## src/rtl/seg7_scan_decoder_if.sv

```systemverilog
// Multiplexed 7-segment bus plus the rebuilt-frame outputs of the scan decoder.
// The master drives the display bus; the slave is the decoder that monitors it.
interface seg7_scan_decoder_if;
    logic [6:0]  seg;
    logic [7:0]  digit;
    logic [55:0] frame_raw;
    logic [31:0] frame_code;
    logic        frame_valid;
    logic        err_multi;
    logic        err_unknown;
    logic        stall;

    modport master (
        output seg, digit,
        input  frame_raw, frame_code, frame_valid, err_multi, err_unknown, stall
    );

    modport slave (
        input  seg, digit,
        output frame_raw, frame_code, frame_valid, err_multi, err_unknown, stall
    );
endinterface

```

## src/rtl/seg7_scan_decoder.sv

```systemverilog
// Monitors an active-low 8-digit multiplexed 7-segment bus and rebuilds the
// displayed frame as raw patterns and decoded character codes.
module seg7_scan_decoder #(
    parameter int SETTLE_CYC  = 16,
    parameter int TIMEOUT_CYC = 400000
) (
    input  logic               clk,
    input  logic               reset,
    seg7_scan_decoder_if.slave bus
);

    localparam int SW = $clog2(SETTLE_CYC + 1);
    localparam int IW = $clog2(TIMEOUT_CYC + 1);

    localparam logic [1:0] ST_WAIT   = 2'd0;
    localparam logic [1:0] ST_SETTLE = 2'd1;
    localparam logic [1:0] ST_HOLD   = 2'd2;

    function automatic logic [3:0] zero_count(input logic [7:0] d);
        logic [3:0] n;
        n = 4'd0;
        for (int i = 0; i < 8; i++) begin
            n = n + {3'd0, ~d[i]};
        end
        return n;
    endfunction

    function automatic logic [2:0] low_index(input logic [7:0] d);
        logic [2:0] idx;
        idx = 3'd0;
        for (int i = 0; i < 8; i++) begin
            if (!d[i]) begin
                idx = 3'(i);
            end else begin
                idx = idx;
            end
        end
        return idx;
    endfunction

    function automatic logic [3:0] decode(input logic [6:0] p);
        logic [3:0] c;
        case (p)
            7'b1111111: c = 4'h0;
            7'b1001000: c = 4'h1;
            7'b0100100: c = 4'h2;
            7'b1001111: c = 4'h3;
            7'b0001001: c = 4'h4;
            7'b0001000: c = 4'h5;
            7'b0111001: c = 4'h6;
            default:    c = 4'hF;
        endcase
        return c;
    endfunction

    logic [14:0]   sync1_q, sync1_d, s2_q, s2_d, prev_q, prev_d;
    logic [SW-1:0] stab_cnt_q, stab_cnt_d;
    logic [IW-1:0] idle_cnt_q, idle_cnt_d;
    logic [1:0]    state_q, state_d;
    logic [7:0]    mask_q, mask_d;
    logic [55:0]   raw_slots_q, raw_slots_d, frame_raw_q, frame_raw_d;
    logic [31:0]   code_slots_q, code_slots_d, frame_code_q, frame_code_d;
    logic          frame_valid_q, frame_valid_d;
    logic          err_multi_q, err_multi_d, err_unknown_q, err_unknown_d;
    logic          stall_q, stall_d;

    logic [6:0] s2_seg_s;
    logic [7:0] s2_dig_s, prev_dig_s, cap_bit_s;
    logic [3:0] dig_zeros_s, cap_code_s;
    logic [2:0] cap_idx_s;
    logic       stable_s, settled_s, one_hot_s, capture_s, timeout_hit_s;

    // Next-state logic: synchroniser, settle counter, FSM, slot capture, frame assembly, timeout.
    always_comb begin
        sync1_d       = {bus.seg, bus.digit};
        s2_d          = sync1_q;
        prev_d        = s2_q;
        stab_cnt_d    = stab_cnt_q;
        idle_cnt_d    = idle_cnt_q;
        state_d       = state_q;
        mask_d        = mask_q;
        raw_slots_d   = raw_slots_q;
        code_slots_d  = code_slots_q;
        frame_raw_d   = frame_raw_q;
        frame_code_d  = frame_code_q;
        frame_valid_d = 1'b0;
        err_multi_d   = err_multi_q;
        err_unknown_d = err_unknown_q;
        stall_d       = stall_q;
        capture_s     = 1'b0;

        s2_seg_s      = s2_q[14:8];
        s2_dig_s      = s2_q[7:0];
        prev_dig_s    = prev_q[7:0];
        stable_s      = (s2_q == prev_q);
        settled_s     = (stab_cnt_q == SW'(SETTLE_CYC));
        dig_zeros_s   = zero_count(s2_dig_s);
        one_hot_s     = (dig_zeros_s == 4'd1);
        cap_idx_s     = low_index(s2_dig_s);
        cap_bit_s     = 8'd1 << cap_idx_s;
        cap_code_s    = decode(s2_seg_s);
        timeout_hit_s = (idle_cnt_q == IW'(TIMEOUT_CYC));

        if (!stable_s) begin
            stab_cnt_d = '0;
        end else if (!settled_s) begin
            stab_cnt_d = stab_cnt_q + SW'(1);
        end else begin
            stab_cnt_d = stab_cnt_q;
        end

        case (state_q)
            ST_WAIT: begin
                if (one_hot_s) begin
                    state_d = ST_SETTLE;
                end else begin
                    state_d = ST_WAIT;
                end
            end
            ST_SETTLE: begin
                if (!one_hot_s) begin
                    state_d = ST_WAIT;
                end else if (settled_s) begin
                    capture_s = 1'b1;
                    state_d   = ST_HOLD;
                end else begin
                    state_d = ST_SETTLE;
                end
            end
            ST_HOLD: begin
                if (s2_dig_s != prev_dig_s) begin
                    state_d = ST_WAIT;
                end else begin
                    state_d = ST_HOLD;
                end
            end
            default: state_d = ST_WAIT;
        endcase

        for (int k = 0; k < 8; k++) begin
            if (capture_s && (cap_idx_s == 3'(k))) begin
                raw_slots_d[7*k +: 7]  = s2_seg_s;
                code_slots_d[4*k +: 4] = cap_code_s;
            end else begin
                raw_slots_d[7*k +: 7]  = raw_slots_q[7*k +: 7];
                code_slots_d[4*k +: 4] = code_slots_q[4*k +: 4];
            end
        end

        if (capture_s && (cap_code_s == 4'hF)) begin
            err_unknown_d = 1'b1;
        end else begin
            err_unknown_d = err_unknown_q;
        end

        if (settled_s && (dig_zeros_s >= 4'd2)) begin
            err_multi_d = 1'b1;
        end else begin
            err_multi_d = err_multi_q;
        end

        // Publish uses the slot contents from before this edge; a same-edge capture starts the next frame.
        if (mask_q == 8'hFF) begin
            frame_raw_d   = raw_slots_q;
            frame_code_d  = code_slots_q;
            frame_valid_d = 1'b1;
            mask_d        = capture_s ? cap_bit_s : 8'h00;
        end else if (capture_s) begin
            mask_d = mask_q | cap_bit_s;
        end else if (timeout_hit_s) begin
            mask_d = 8'h00;
        end else begin
            mask_d = mask_q;
        end

        if (capture_s) begin
            idle_cnt_d = '0;
            stall_d    = 1'b0;
        end else if (timeout_hit_s) begin
            idle_cnt_d = idle_cnt_q;
            stall_d    = 1'b1;
        end else begin
            idle_cnt_d = idle_cnt_q + IW'(1);
            stall_d    = stall_q;
        end
    end

    // State registers with asynchronous reset to the blank/idle condition.
    always_ff @(posedge clk or posedge reset) begin
        if (reset) begin
            sync1_q       <= 15'h7FFF;
            s2_q          <= 15'h7FFF;
            prev_q        <= 15'h7FFF;
            stab_cnt_q    <= '0;
            idle_cnt_q    <= '0;
            state_q       <= ST_WAIT;
            mask_q        <= 8'h00;
            raw_slots_q   <= {56{1'b1}};
            code_slots_q  <= 32'h0000_0000;
            frame_raw_q   <= {56{1'b1}};
            frame_code_q  <= 32'h0000_0000;
            frame_valid_q <= 1'b0;
            err_multi_q   <= 1'b0;
            err_unknown_q <= 1'b0;
            stall_q       <= 1'b0;
        end else begin
            sync1_q       <= sync1_d;
            s2_q          <= s2_d;
            prev_q        <= prev_d;
            stab_cnt_q    <= stab_cnt_d;
            idle_cnt_q    <= idle_cnt_d;
            state_q       <= state_d;
            mask_q        <= mask_d;
            raw_slots_q   <= raw_slots_d;
            code_slots_q  <= code_slots_d;
            frame_raw_q   <= frame_raw_d;
            frame_code_q  <= frame_code_d;
            frame_valid_q <= frame_valid_d;
            err_multi_q   <= err_multi_d;
            err_unknown_q <= err_unknown_d;
            stall_q       <= stall_d;
        end
    end

    assign bus.frame_raw   = frame_raw_q;
    assign bus.frame_code  = frame_code_q;
    assign bus.frame_valid = frame_valid_q;
    assign bus.err_multi   = err_multi_q;
    assign bus.err_unknown = err_unknown_q;
    assign bus.stall       = stall_q;

endmodule

```

## src/flat_wrapper.sv

```systemverilog
// flat-port wrapper written by rule: the top's interface ports become plain ports
module seg7_scan_decoder_flat 
#(
    parameter int SETTLE_CYC  = 16,
    parameter int TIMEOUT_CYC = 400000
)
  (clk, reset, bus_seg, bus_digit, bus_frame_raw, bus_frame_code, bus_frame_valid, bus_err_multi, bus_err_unknown, bus_stall);
  seg7_scan_decoder_if bus_i ();
  input  logic clk;
  input  logic reset;
  input wire logic [$bits(bus_i.seg)-1:0] bus_seg;
  input wire logic [$bits(bus_i.digit)-1:0] bus_digit;
  output wire logic [$bits(bus_i.frame_raw)-1:0] bus_frame_raw;
  output wire logic [$bits(bus_i.frame_code)-1:0] bus_frame_code;
  output wire logic [$bits(bus_i.frame_valid)-1:0] bus_frame_valid;
  output wire logic [$bits(bus_i.err_multi)-1:0] bus_err_multi;
  output wire logic [$bits(bus_i.err_unknown)-1:0] bus_err_unknown;
  output wire logic [$bits(bus_i.stall)-1:0] bus_stall;
  assign bus_i.seg = bus_seg;
  assign bus_i.digit = bus_digit;
  assign bus_frame_raw = bus_i.frame_raw;
  assign bus_frame_code = bus_i.frame_code;
  assign bus_frame_valid = bus_i.frame_valid;
  assign bus_err_multi = bus_i.err_multi;
  assign bus_err_unknown = bus_i.err_unknown;
  assign bus_stall = bus_i.stall;
  seg7_scan_decoder #(.SETTLE_CYC(SETTLE_CYC), .TIMEOUT_CYC(TIMEOUT_CYC)) u_core (.clk(clk), .reset(reset), .bus(bus_i));
endmodule
```

## config.mk

```make
export PLATFORM = sky130hd
export DESIGN_NAME = seg7_scan_decoder_flat
export DESIGN_NICKNAME = d
export VERILOG_FILES = /design/src/rtl/seg7_scan_decoder_if.sv /design/src/rtl/seg7_scan_decoder.sv /design/src/flat_wrapper.sv
export SDC_FILE = /design/constraint.sdc
export NUM_CORES = 1
export LEC_CHECK = 0
export ABC_AREA = 1
export CAP_MARGIN = 25
export CORE_MARGIN = 5
export CORE_UTILIZATION = 51
export CTS_CLUSTER_SIZE = 16
export DETAILED_ROUTE_END_ITERATION = 7
export PLACE_DENSITY = 0.76
export RECOVER_POWER = 50
export SETUP_SLACK_MARGIN = 0.15
export SLEW_MARGIN = 20
export SYNTH_ARGS = -nofsm -noshare
export SYNTH_HDL_FRONTEND = slang
export SYNTH_SLANG_ARGS = --single-unit
```

## constraint.sdc

```tcl
create_clock -name clk -period 8.84 [get_ports clk]
set_input_delay 1.768 -clock clk [delete_from_list [all_inputs] [get_ports clk]]
set_output_delay 1.768 -clock clk [all_outputs]
set_load 0.01 [all_outputs]
```

==> results.cfg, run 1 <==
[status]
outcome = finished with violations
violations = capacitance limit, slew limit

[clock_tree]
clk_path_buf_depth = 3
cts_hold_buffers = 0
cts_resized = 0
clkSlewWorstSetupHoldPaths_ps = 60
htree_levels = 1
root_buffer = clkbuf_16
cts_buffers = 26
cts_tree = done
cts.sinks = 259
clock_latency_ps = 520
postCtsSetupRepairBufs = 0

[power_and_ir_drop]
ir_drop_mv = 0.190
p_leak_nw = 5.57
powerDensity_nw_per_um2 = 188

[logic_synthesis]
avgSynthCellArea_um2 = 9.49
ys_warn_count = 0
ys_types = 31
synth_edf_count = 0
synthCells = 1126
yosys.cell_count.top_type = nand2_1
synth_fp_nets = 1154
async_reset_ff_share_pct = 100
synth_common_cells = nand2_1, dfstp_2, inv_1, o21ai_0, dfrtp_1
syn_area_um2 = 10700
yosys.area.top_type = dfstp_2
synth_area_leaders = dfstp_2, dfrtp_1, nand2_1, o21ai_0, inv_1
ys_ff_latch = 259
synth_top_area_share_pct = 38.6
seq_area_frac_synth_pct = 62.5
dominantRegCellSynth = dfstp_2

[drt]
drt_pass1_iterations = 5
routedWlPerCell_um = 14.4
wl_mm = 21.8
post-route-drc-count = 0
num_vias = 7520
avgViaCountPerCell = 4.96
drt_iter0_drc = 447
ant_nets = 0

[worst_setup_path]
setup.worst_path.class = in -> async
path_depth = 2
cp_data_arrival_time_ps = 5340
r2r_cells = 6
cp.buffers_inverters = 2
crit_fanout = 129
crit_required_ps = 8470
critPathMaxStageDelay_ps = 2980
start_kind = input pin
crit_path_end_kind = async pin
cp_top_family = buffers and inverters
cp_slowest_cell = clkinvlp_2
worstPathCellList = clkdlybuf4s50_1 -> clkinvlp_2

[min_path]
hold_class = reg -> reg
min_path_cells = 0

[placement]
hpwl_mm = 14.3
place.gp.congestion = 0.838
place.port_buffers = 108

[final_layout]
nets = 1250
nFillCells = 1742
layout-drive-gt1-share_pct = 17.8
diodes = 0
area_growth_pct = 19.2

[timing]
finClkSkew_ps = 14.8
setup_tns_ps = 0
fin_crit_sh_pct = 64.6
period_needed_ps = 5710
max_slew.worst_pin.slew_ps = 5380
holdWs_ps = 358
rsz0062_at_grt = false
fmax_mhz = 175
slew_violations = 247
setup_viol = 0
hold_viol_final = 0
slew_headroom_pct = -260

[floorplan]
num_io_pins = 109
die_w_um = 155
die-area_um2 = 23900
die-height_um = 155
initial_core_util_pct = 51.3
std_cell_rows = 53
coreArea_um2 = 20800

[global_routing]
grt_first_pass_wirelength_mm = 36.8
antenna_found_initial = 0
grt_overflow = 0
grt_start_max_net_pins = 130
grt_pass1_vias = 7373
grt_use_total_pct = 18.6

[job]
cap_violations = 3
==> flip-flops by register name (all words and copies together) (netlist names) <==
register	count
u_core.stab_cnt_q	5
u_core.bus.err_unknown	1
u_core.prev_d	15
u_core.state_q	2
u_core.bus.frame_code	32
u_core.prev_q	15
u_core.bus.frame_valid	1
u_core.s2_d	15
u_core.bus.stall	1
u_core.bus.frame_raw	56
u_core.bus.err_multi	1
u_core.mask_q	8
u_core.idle_cnt_q	19
u_core.raw_slots_q	56
u_core.code_slots_q	32
==> cells in the final DEF, fill, tap and decap left out, types with 2 or more instances in the layout <==
master and instances:
nor3_1 13, clkbuf_8 4, o21ai_1 6, ha_1 7, nand4_1 10, xor2_1 7
nand3_1 33, xnor2_1 11, inv_1 118, o21ai_0 104, o21ai_2 10, fa_1 4
nor2_1 43, dfstp_1 15, nand2_2 7, clkinv_2 7, dfrtp_1 102, o21bai_1 3
nor2_4 9, clkdlybuf4s50_1 92, clkbuf_16 27, clkbuf_1 9, bufinv_16 2, dfstp_2 142
or2_2 4, nand2_1 410, a21oi_1 16, dlygate4sd3_1 16
==> final timing paths <==
path	startpoint	end	slack, ps
min reg2reg	u_core.s2_d[14]	u_core.prev_d[14]	360
min in group asynchronous	reset	u_core.bus.frame_code[21]	3210
max	reset	u_core.code_slots_q[19]	3130
min	u_core.s2_d[14]	u_core.prev_d[14]	360
max in group clk	u_core.mask_q[1]	u_core.bus.frame_code[27]	3550
max reg2reg	u_core.mask_q[1]	u_core.bus.frame_code[27]	3550
==> report_power, final <==
part           internal [mW]  total (mW)  switching, mW  leakage [nW]
logic                 0.0254      0.0808         0.0555          2.12
clock network          0.651        1.09          0.438         0.429
registers               1.21        1.22         0.0161          3.03
==> per-stage QoR <==
| stage | instances | util [%] | area [µm²] | total power, mW | setup WS [ps] |
|---|---|---|---|---|---|
| 2_1_floorplan | 1126 | - | 10700 | 1.30 | 205 |
| 3_3_place_gp | 1467 | 57.0 | 11900 | 1.32 | 4440 |
| 3_5_place_dp | 1467 | 57.0 | 11900 | 1.33 | 4220 |
| 4_1_cts | 1515 | 61.2 | 12700 | 2.42 | 4120 |
| 5_1_grt | 1517 | 61.2 | 12700 | 2.48 | 2200 |
| 6_report | 1517 | 61.2 | 12700 | 2.39 | 3130 |
==> area by class of cell <==
| class | count | area [µm²] | area share [%] |
|---|---|---|---|
| clock buffer | 37 | 753 | 5.91 |
| clock inverter | 11 | 109 | 0.855 |
| inverter | 120 | 452 | 3.55 |
| multi-input combinational | 702 | 3290 | 25.8 |
| sequential | 259 | 6680 | 52.4 |
| tap | 275 | 344 | 2.70 |
| timing repair buffer | 113 | 1110 | 8.72 |
==> logic make-up (layout without fill, tap and decap cells) <==
family / after synthesis / in the layout / share of synthesized area [%]
compound gates: 140 / 140 / 7.00
flops: 259 / 259 / 62.5
xor+xnor: 18 / 18 / 1.48
fa+ha+maj: 11 / 11 / 1.57
simple gates: 533 / 533 / 20.7
buf+inv: 165 / 281 / 6.76
==> per-layer routing <==
layer	wire [µm]	global-route usage [%]	up-vias
met5	0	0	-
met4	581	5.59	0
met3	1400	3.95	44
met2	10300	30.2	201
met1	9600	25.5	3603
li1	-	-	3672
Power figures use the tool's default switching activity.
==> run 2, diff against run 1 <==
- CORE_UTILIZATION: 51 -> 57
- PLACE_DENSITY: 0.76 -> 0.8
- clock period: 8.84 -> 5.5 ns (I/O delays scaled with it)
==> results.cfg, run 2 (synthesized netlist as in run 1, its figures left out) <==
[final_layout]
nets = 1253
stdcell_area_um2 = 12700
diodes = 0
final_cell_mix = nand2_1, dfstp_2, inv_1
layout-drive-gt1-share_pct = 17.6
layout_commonest_cell = nand2_1
utilization_pct = 68.3
area_growth_pct = 18.8

[timing]
rsz0062_at_grt = false
hold_viol_final = 0
fmax_mhz = 229
fin_ws_ps = 1140
setup_viol = 0
finClkSkew_ps = 18.9
period_needed_ps = 4360
setup_tns_ps = 0
slew_headroom_pct = -93.9
fin_crit_sh_pct = 79.3
max_slew.worst_pin.slew_ps = 2910
slew_violations = 193

[status]
outcome = finished with violations
violations = capacitance limit, slew limit

[clock_tree]
clk_path_buf_depth = 3
root_buffer = clkbuf_16
postCtsSetupRepairBufs = 0
cts.sinks = 259
cts_hold_buffers = 0
clock_latency_ps = 530
cts_tree = done
clkSlewWorstSetupHoldPaths_ps = 60
cts_resized = 0
htree_levels = 1
cts_buffers = 26

[placement]
dpl-instance-area_um2 = 11900
place.port_buffers = 108
hpwl_mm = 14.7
place.gp.congestion = 0.850
pre_cts_ws_ps = 1270

[drt]
drt_pass1_iterations = 5
post-route-drc-count = 0
ant_nets = 0
wl_mm = 22.4
routedWlPerCell_um = 15.2
avgViaCountPerCell = 5.17
num_vias = 7649
drt_iter0_drc = 468

[worst_setup_path]
cp.buffers_inverters = 1
setup.worst_path.class = reg -> reg
cp_data_arrival_time_ps = 4820
worstPathCellList = inv_1 -> fa_1 -> fa_1 -> fa_1 -> fa_1 -> nor2_1 -> nand4_1 -> nor2_1 -> nand2_1 -> nand2_1
cp_slowest_cell = dfstp_1
crit_fanout = 11
crit_required_ps = 5960
cp_top_family = adder cells
cpMostUsedCell = fa_1
crit_path_end_kind = flip-flop
start_kind = flip-flop
critPathMaxStageDelay_ps = 770

[job]
cap_violations = 4

[global_routing]
grt_start_max_net_pins = 97
grt_use_total_pct = 21.1
grt_pass1_vias = 7678
grt_first_pass_wirelength_mm = 38.1
antenna_found_initial = 0
grt_overflow = 0

[floorplan]
coreArea_um2 = 18600
die-area_um2 = 21600
num_io_pins = 109
initial_core_util_pct = 57.5
die_w_um = 147
std_cell_rows = 50
die-height_um = 147

[power_and_ir_drop]
p_leak_nw = 5.57
ir_drop_mv = 0.309
powerDensity_nw_per_um2 = 298

[min_path]
hold_class = reg -> reg
-- run 2: through the flow --
stage               instances  power (mW)  hold slack [ps]
finish                   1479        3.78              357
global route             1479        3.93              363
CTS                      1477        3.83              355
detailed placement       1429        2.14              347
global placement         1429        2.13              345
floorplan                1126        2.09              345
-- run 2: layout make-up --
type	count	area [µm²]
clock inverters	9	81.3
well taps	234	293
fillers	1415	5890
clock buffers	39	741
multi-input cells	702	3290
repair buffers	116	1160
inverters	120	452
flip-flops and latches	259	6680
-- run 2: routing by layer --
metal | vias up | wire length [µm] | GRT usage (%)
met5 | - | 0 | 0
met4 | 0 | 512 | 6.80
met3 | 42 | 1160 | 3.30
met2 | 211 | 10700 | 34.1
met1 | 3701 | 10000 | 29.7
li1 | 3695 | - | -
-- run 2: worst paths after layout --
path                                   from                         to  slack [ps]  cells after the start
max reg2reg                u_core.prev_d[7]     u_core.code_slots_q[8]        1140                     10
min                          u_core.s2_d[9]           u_core.prev_d[9]         360                      0
max in group asynchronous             reset      u_core.idle_cnt_q[14]        1440                      3
min in group asynchronous             reset  u_core.bus.frame_code[26]         980                      2
max                        u_core.prev_d[7]     u_core.code_slots_q[8]        1140                     10
min reg2reg                  u_core.s2_d[9]           u_core.prev_d[9]         360                      0
-- run 2: report_power, final --
| group | internal, mW | leakage [nW] | switching [mW] |
|---|---|---|---|
| clock | 0.980 | 0.407 | 0.705 |
| sequential | 1.94 | 3.03 | 0.0271 |
| combinational | 0.0415 | 2.14 | 0.0897 |
==> run 3, diff against run 2 <==
- CORE_UTILIZATION: 57 -> 51
- PLACE_DENSITY: 0.8 -> 0.76
- clock period: 5.5 -> 3.65 ns (I/O delays scaled with it)
==> results.cfg, run 3 (synthesized netlist as in run 1, its figures left out) <==
[final_layout]
area_growth_pct = 26.9
register_area_um2 = 6680
stdcell_count = 1551
layout-drive-gt1-share_pct = 25.8
final_cell_mix = nand2_1, dfstp_2, inv_1
nFillCells = 1591
diodes = 0
layout_commonest_cell = nand2_1
multi_input_area_um2 = 3550
nets = 1285

[timing]
period_needed_ps = 3610
slew_headroom_pct = 38.6
hold_viol_final = 0
setup_tns_ps = 0
setup_viol = 0
fin_crit_sh_pct = 98.8
rsz0062_at_grt = true
finClkSkew_ps = 17.7
max_slew.worst_pin.slew_ps = 919
holdWs_ps = 355
fmax_mhz = 277
slew_violations = 0

[status]
outcome = finished, final reports clean

[worst_setup_path]
cp_top_family = adder cells
crit_path_end_kind = flip-flop
cp_slowest_cell = dfstp_2
crit_fanout = 4
start_kind = flip-flop
setup.worst_path.class = reg -> reg
r2r-end = u_core.raw_slots_q[31]
r2r_setup_slack_ps = 40
cpMostUsedCell = nand2_2
critPathMaxStageDelay_ps = 540
cp.buffers_inverters = 3
worstPathCellList = inv_2 -> ha_4 -> fa_1 -> fa_1 -> fa_2 -> fa_2 -> nand2_2 -> nand2_2 -> nor2_4 -> nand4_4 -> nor2_4 -> buf_12 -> buf_16 -> nand2_2 -> o21ai_2
r2r-start = u_core.prev_d[0]
crit_required_ps = 4120
path_depth = 15
r2r_cells = 15
cp_data_arrival_time_ps = 4070

[clock_tree]
clk_path_buf_depth = 3
htree_levels = 1
clkSlewWorstSetupHoldPaths_ps = 60
cts_tree = done
cts.sinks = 259
clock_latency_ps = 530
cts_buffers = 26
root_buffer = clkbuf_16

[power_and_ir_drop]
total_power_mw = 5.88
p_leak_nw = 5.96
ir_drop_mv = 0.340
powerDensity_nw_per_um2 = 434

[floorplan]
num_io_pins = 109
std_cell_rows = 53
initial_core_util_pct = 51.3
coreArea_um2 = 20800
die-height_um = 155
die-area_um2 = 23900
die_w_um = 155

[global_routing]
antenna_found_initial = 0
grt_start_max_net_pins = 119
grt_overflow = 0
grt_use_total_pct = 20.0
grt_first_pass_wirelength_mm = 39.5
grt_pass1_vias = 7884

[drt]
drt_pass1_iterations = 6
routedWlPerCell_um = 15.5
post-route-drc-count = 0
avgViaCountPerCell = 5.06
wl_mm = 24.0
ant_nets = 0
drt_iter0_drc = 584
num_vias = 7848

[placement]
hpwl_mm = 14.8
place.gp.congestion = 0.852
place.port_buffers = 108
place_inst = 1481

[min_path]
min_to = u_core.prev_d[2]
min_from = u_core.s2_d[2]
hold_class = reg -> reg
min_path_cells = 0

[job]
cap_violations = 0
==> run 3: cell type report <==
class / count / share of cell area (%)
repair buffers: 146 / 12.1
clock buffers: 39 / 5.85
well taps: 275 / 2.54
flip-flops and latches: 259 / 49.2
clock inverters: 8 / 0.600
multi-input cells: 704 / 26.2
inverters: 120 / 3.44
==> run 3: how the worst max path moves through the flow <==
stage | start | endpoint
after detailed placement | u_core.prev_d[1] | u_core.raw_slots_q[34]
after global routing | u_core.prev_d[0] | u_core.code_slots_q[23]
after CTS | u_core.prev_d[0] | u_core.raw_slots_q[7]
after floorplan | reset | u_core.bus.err_multi
after global placement | u_core.prev_d[0] | u_core.code_slots_q[19]
final | u_core.prev_d[0] | u_core.raw_slots_q[31]
==> run 3: metrics by stage <==
stage / cell area [µm²] / util, % / worst slack [ps]
floorplan: 10700 / - / -365
global placement: 12100 / 58.1 / 6.56
detailed placement: 12100 / 58.1 / -104
CTS: 13200 / 63.6 / 91.0
global route: 13600 / 65.1 / -87.9
finish: 13600 / 65.1 / 44.9
==> run 3: worst reg2reg max path, stage by stage, from the launching register on <==
cell,delay [ps]
dfstp_2,540
inv_2,40
ha_4,230
fa_1,500
fa_1,440
fa_2,380
fa_2,370
nand2_2,80
nand2_2,70
nor2_4,140
nand4_4,130
nor2_4,250
buf_12,150
buf_16,100
nand2_2,60
o21ai_2,80
==> run 3: where the power goes <==
group | total [mW] | internal, mW | switching (mW)
Sequential | 2.97 | 2.93 | 0.0394
Combinational | 0.244 | 0.0866 | 0.157
Clock | 2.67 | 1.58 | 1.09
Total | 5.88 | 4.59 | 1.29
==> run 3: repair_timing <==
item / 4_1_cts / 5_1_grt
endpoints found under the setup margin: 98 / 110
buffers inserted: 10 / 5
cloned: 5 / 2
endpoints found under the hold margin: 0 / 0
gates resized for setup: 32 / 85
hold buffers: 0 / 0
pin swaps: 4 / 19
==> run 3: layer usage <==
| layer | up-vias | GRT usage (%) | share of wire [%] |
|---|---|---|---|
| li1 | 3763 | - | - |
| met1 | 3769 | 27.4 | 43 |
| met2 | 267 | 32.7 | 49 |
| met3 | 49 | 3.36 | 6.4 |
| met4 | 0 | 6.69 | 2.3 |
| met5 | - | 0 | 0 |
